===== config.mk =====
export PLATFORM = sky130hd
export DESIGN_NAME = clk_div_prog
export DESIGN_NICKNAME = d
export VERILOG_FILES = /design/src/rtl/clk_div_prog_pkg.sv /design/src/rtl/clk_div_prog.sv
export SDC_FILE = /design/constraint.sdc
export NUM_CORES = 1
export LEC_CHECK = 0
export BUFFER_PORTS_ARGS = -buffer_cell sky130_fd_sc_hd__buf_2
export CORE_UTILIZATION = 60
export CTS_BUF_LIST = sky130_fd_sc_hd__clkbuf_8
export CTS_CLUSTER_DIAMETER = 120
export DETAILED_ROUTE_END_ITERATION = 8
export HOLD_SLACK_MARGIN = 0.06
export PLACE_DENSITY = 0.85
export SLEW_MARGIN = 20
export SYNTH_ARGS = -nofsm -noshare
export SYNTH_HDL_FRONTEND = slang
export SYNTH_SLANG_ARGS = --single-unit
export TNS_END_PERCENT = 1

===== constraint.sdc =====
create_clock -name clk_in -period 14.1 [get_ports clk_in]
set_input_delay 2.82 -clock clk_in [delete_from_list [all_inputs] [get_ports clk_in]]
set_output_delay 2.82 -clock clk_in [all_outputs]
set_load 0.02 [all_outputs]

===== src/rtl/clk_div_prog_pkg.sv =====
// Shared clock-utility definitions: divisor limits, reset default and the
// divider state encoding reused by the clock blocks.
package clk_div_prog_pkg;

  localparam int DIV_MIN     = 2;
  localparam int DIV_DEFAULT = 256;

  typedef enum logic {
    IDLE = 1'b0,
    RUN  = 1'b1
  } div_state_e;

endpackage


===== src/rtl/clk_div_prog.sv =====
// Programmable clock divider: N-cycle periods with a round-up high phase,
// divisor changes deferred to period boundaries so no runt pulse is produced.
module clk_div_prog
  import clk_div_prog_pkg::*;
#(
  parameter int CNT_W       = 16,
  parameter int DEFAULT_DIV = DIV_DEFAULT
) (
  input  logic             clk_in,
  input  logic             rst_n,
  input  logic             en,
  input  logic [CNT_W-1:0] div_val,
  input  logic             div_load,
  output logic             clk_out,
  output logic             tick,
  output logic             running,
  output logic             pend
);

  localparam logic [CNT_W-1:0] DIV_MIN_W = CNT_W'(DIV_MIN);
  localparam logic [CNT_W-1:0] DIV_RST_W = CNT_W'(DEFAULT_DIV);

  div_state_e       state_q, state_d;
  logic [CNT_W-1:0] cnt_q, cnt_d;
  logic [CNT_W-1:0] div_act_q, div_act_d;
  logic [CNT_W-1:0] div_pend_q, div_pend_d;
  logic             pend_q, pend_d;
  logic             clk_out_q, clk_out_d;
  logic             tick_q, tick_d;
  logic             running_q, running_d;

  logic [CNT_W-1:0] div_clamped;
  logic [CNT_W-1:0] high_len_d;
  logic             boundary;

  assign div_clamped = (div_val < DIV_MIN_W) ? DIV_MIN_W : div_val;
  assign boundary    = (state_q == RUN) && (cnt_q == (div_act_q - CNT_W'(1)));

  always_ff @(posedge clk_in or negedge rst_n) begin
    if (!rst_n) begin
      state_q    <= IDLE;
      cnt_q      <= '0;
      div_act_q  <= DIV_RST_W;
      div_pend_q <= DIV_RST_W;
      pend_q     <= 1'b0;
      clk_out_q  <= 1'b0;
      tick_q     <= 1'b0;
      running_q  <= 1'b0;
    end else begin
      state_q    <= state_d;
      cnt_q      <= cnt_d;
      div_act_q  <= div_act_d;
      div_pend_q <= div_pend_d;
      pend_q     <= pend_d;
      clk_out_q  <= clk_out_d;
      tick_q     <= tick_d;
      running_q  <= running_d;
    end
  end

  // Outputs are computed from the next counter/divisor so they land in flops
  // aligned with the cycle they describe.
  always_comb begin
    state_d    = state_q;
    cnt_d      = cnt_q;
    div_act_d  = div_act_q;
    div_pend_d = div_pend_q;
    pend_d     = pend_q;

    unique case (state_q)
      IDLE: begin
        cnt_d = '0;
        if (div_load) div_act_d = div_clamped;
        if (en)       state_d   = RUN;
      end
      RUN: begin
        if (div_load) begin
          div_pend_d = div_clamped;
          pend_d     = 1'b1;
        end
        if (boundary) begin
          cnt_d = '0;
          // A load landing on the boundary stays pending for the next one.
          if (pend_q) begin
            div_act_d = div_pend_q;
            pend_d    = div_load;
          end
          if (!en) state_d = IDLE;
        end else begin
          cnt_d = cnt_q + CNT_W'(1);
        end
      end
      default: state_d = IDLE;
    endcase

    high_len_d = div_act_d - (div_act_d >> 1);
    running_d  = (state_d == RUN);
    clk_out_d  = running_d && (cnt_d < high_len_d);
    tick_d     = running_d && (cnt_d == '0);
  end

  assign clk_out = clk_out_q;
  assign tick    = tick_q;
  assign running = running_q;
  assign pend    = pend_q;

endmodule


==> results.tsv <==
stage	metric	value	unit
job	drv_cap	0	
floorplanning	dieArea	7590	um2
sta	drv_slew	0	
drt	first_iter_violations	216	
synthesis	synth.area.mux_share	0.112	
sta	fmax	131	MHz
worst_setup_path	crit_arrival	7.87	ns
cts	clock_tree.buffer_depth	2	
sta	timing.final.crit_share	0.541	
drt	routedWlPerCell	17.6	um
pwr	power_density	242	nW/um2
floorplanning	num_rows	30	
synthesis	yosysSeqAreaShare	0.300	
synthesis	synth_edf_count	0	
grt	track_usage	0.291	
synthesis	syn_inst	469	
sta	fin_tns_setup	0	ns
synthesis	ys_ff_latch	52	
sta	rsz0062_at_grt	false	
synthesis	yosys.area_share.simple	0.197	
sta	worst-slew-pin-transition	0.773	ns
cts	clock-sinks	52	
drt	post-route-drc-count	0	
synthesis	synth_area	4350	um2
drt	num_vias	3571	
drt	ant_nets	0	
worst_setup_path	cp_common_cell	nor2b_1	
worst_setup_path	crit_path_start_kind	input pin	
synthesis	synth_top_family_by_area	simple AND/OR/NAND/NOR gates	
sta	holdWs	0.497	ns
synthesis	synth_compound_area_frac	0.161	
worst_setup_path	cp_slowest_cell	a2111oi_0	
cts	clk_pin_slew	0.10	ns
grt	grt_max_degree	53	
floorplanning	fp.dieW	87.1	um
finish	antenna_cells	0	
cts	htreeDepth	2	
placed_design	place_congestion	0.927	
finish	nets	532	
synthesis	ys_top_cells_by_area	dfrtp_1, ha_1, mux2i_1	
worst_setup_path	path_cells	buf_2 > nor4_1 > nand4_1 > nor2b_1 > and2_1 > a211oi_1 > ha_1 > fa_1 > nor2b_1 > o21a_1 > o21ai_0 > nand2b_1 > a31o_2 > a2111oi_0 > nor2_1 > xnor2_1 > ha_1 > nor2b_1 > o21ai_0 > a21oi_1 > a2111oi_0 > o31a_1	
grt	grt_pass1_vias	3523	
worst_setup_path	cp.required	14.34	ns
grt	grt-ovfl-total	0	
synthesis	yosys.area.top_type_share	0.288	
synthesis	syn_nets	522	
cts	cts_tree	built	
drt	wl	10100	um
sta	relSlewSlack	0.471	
grt	antenna_found_initial	0	
drt	dr.pass1.iters	4	
floorplanning	core	6910	um2
worst_setup_path	critical_path_class	input pin to register	
finish	drive_above_1_share	0.154	
floorplanning	io_pins	24	
floorplanning	die-height	87.1	um
synthesis	synth_async_sr_flop_share	1.00	
synthesis	synth_top_flop_cell	dfrtp_1	
cts	ctsResizeCount	0	
synthesis	yosys.area_share.adder	0.0967	
synthesis	yosys_warnings	0	
synthesis	yosysTopAreaCell	dfrtp_1	
pwr	ir_drop	131	uV
worst_setup_path	end_kind	register	
floorplanning	start_util	0.630	
min_path	hp-class	register to register	
cts	cts_hold_buf	0	
placed_design	dpl.hpwl	7840	um
grt	grt_pass1_wl	17000	um
sta	finalHoldViolations	0	
sta	post-route-min-period	7.63	ns
finish	syn2layout_area_growth	5.67	%
run_status	outcome	complete, no violations	
synthesis	postSynthAreaPerCell	9.27	um2
cts	root_buffer	clkbuf_8	
cts	insertion_delay	0.30	ns
sta	setup_viol	0	
synthesis	synth-xor-area-share	0.0946	
sta	skew	0.00684	ns
placed_design	port_buffers	23	
drt	routed_via_density	6.20	
worst_setup_path	critPathMaxStageDelay	0.69	ns
pwr	leakage	2.11	nW
worst_setup_path	path_max_fanout	3	
cts	postCtsSetupRepairBufs	0	
cts	cts_buffers	5	
synthesis	synthDistinctLibCells	65	
## worst max-delay path: cells and delay by family
family | cells | cell delay (ns)
AO/OA/AOI/OAI | 9 | 2.50
adder cells (fa/ha/maj) | 3 | 0.77
AND/OR/NAND/NOR | 8 | 1.49
XOR/XNOR | 1 | 0.16
buffers and inverters | 1 | 0.11
## placed cells by master, fill, tap and decap left out, types with 3 or more instances in the layout
cell type  instances
a2111oi_0          3
a211o_1            6
a211oi_1           9
a21o_1            10
a21oi_1           13
and2_1             4
and3_1             3
buf_2             23
buf_4              3
clkbuf_8           6
dfrtp_1           50
ha_1              32
inv_1             18
mux2_2            20
mux2i_1           26
nand2_1           27
nand2b_1           4
nand3_1           15
nand4_1            6
nor2_1            49
nor2b_1            7
nor3_1             6
nor4_1            11
o21a_1             5
o21ai_0           16
o221ai_1           3
o31a_1             3
o31ai_1            4
or2_2              3
or3_4              3
or4_1              3
xnor2_1           25
xor2_1            22
## layer usage
metal | part of all wire | track usage
met1 | 0.44 | 0.378
met2 | 0.48 | 0.483
met3 | 0.055 | 0.0512
met4 | 0.032 | 0.110
met5 | 0 | 0
## state kept, by name, indices dropped and copies added, names as in the netlist
register	count
cnt_q	16
div_act_q	16
div_pend_q	16
clk_out	1
pend	1
running	1
tick	1
## worst paths after layout
path	to	startpoint	slack, ns	cells past startpoint
min in group asynchronous	cnt_q[2]$_DFF_PN0_	rst_n	2.62	2
max in group asynchronous	pend$_DFFE_PN0P_	rst_n	11.00	2
hold / removal	div_pend_q[1]$_DFFE_PN0P_	div_pend_q[1]$_DFFE_PN0P_	0.50	2
hold reg to reg	div_pend_q[1]$_DFFE_PN0P_	div_pend_q[1]$_DFFE_PN0P_	0.50	2
setup reg to reg	clk_out$_DFF_PN0_	div_act_q[0]$_DFF_PN0_	7.27	25
setup / recovery	clk_out$_DFF_PN0_	div_val[15]	6.47	22
## cell families after synthesis
group	count (synthesis)
XOR/XNOR	47
flip-flops	52
multiplexers	46
buffers and inverters	40
AND/OR/NAND/NOR	156
AO/OA/AOI/OAI	95
adder cells (fa/ha/maj)	33
## synth_stat cells, drive strengths merged, types with 4 or more instances
cell	count
a21oi	13
a2111oi	4
nand2	28
nand3	16
and2	4
nand2b	4
clkbuf	16
nor4	11
a211o	6
xor2	22
or3	4
dfrtp	50
nor3	8
buf	7
o31ai	4
mux2i	26
xnor2	25
inv	17
o21a	5
nor2	49
mux2	20
o221a	4
a21o	10
a211oi	9
o21ai	18
nor2b	7
nand4	7
ha	32
## area by class of cell
class                      instances  area [um2]
multi-input combinational        377        2880
fill                             573        2310
sequential                        52        1300
timing repair buffer              26         138
tap                               96         120
clock buffer                       6        82.6
inverter                          17        63.8
clock inverter                     2        11.3
## report_power, final
| part | leakage [nW] | total (mW) | switching [mW] | internal, mW |
|---|---|---|---|---|
| Sequential | 0.635 | 0.256 | 0.0691 | 0.186 |
| Clock | 0.0486 | 0.0909 | 0.0515 | 0.0394 |
| Combinational | 1.42 | 0.767 | 0.418 | 0.349 |
## through the flow
stage / setup slack (ns) / instances / power [mW] / area, um2 / utilization
2_1_floorplan: 7.09 / 469 / 0.850 / 4350 / -
3_3_place_gp: 6.58 / 568 / 0.986 / 4500 / 0.652
3_5_place_dp: 6.22 / 568 / 1.02 / 4500 / 0.652
4_1_cts: 6.48 / 576 / 1.11 / 4600 / 0.665
5_1_grt: 5.96 / 576 / 1.23 / 4600 / 0.665
6_report: 6.47 / 576 / 1.11 / 4600 / 0.665
Note: power is estimated with default switching activity, not from simulation.
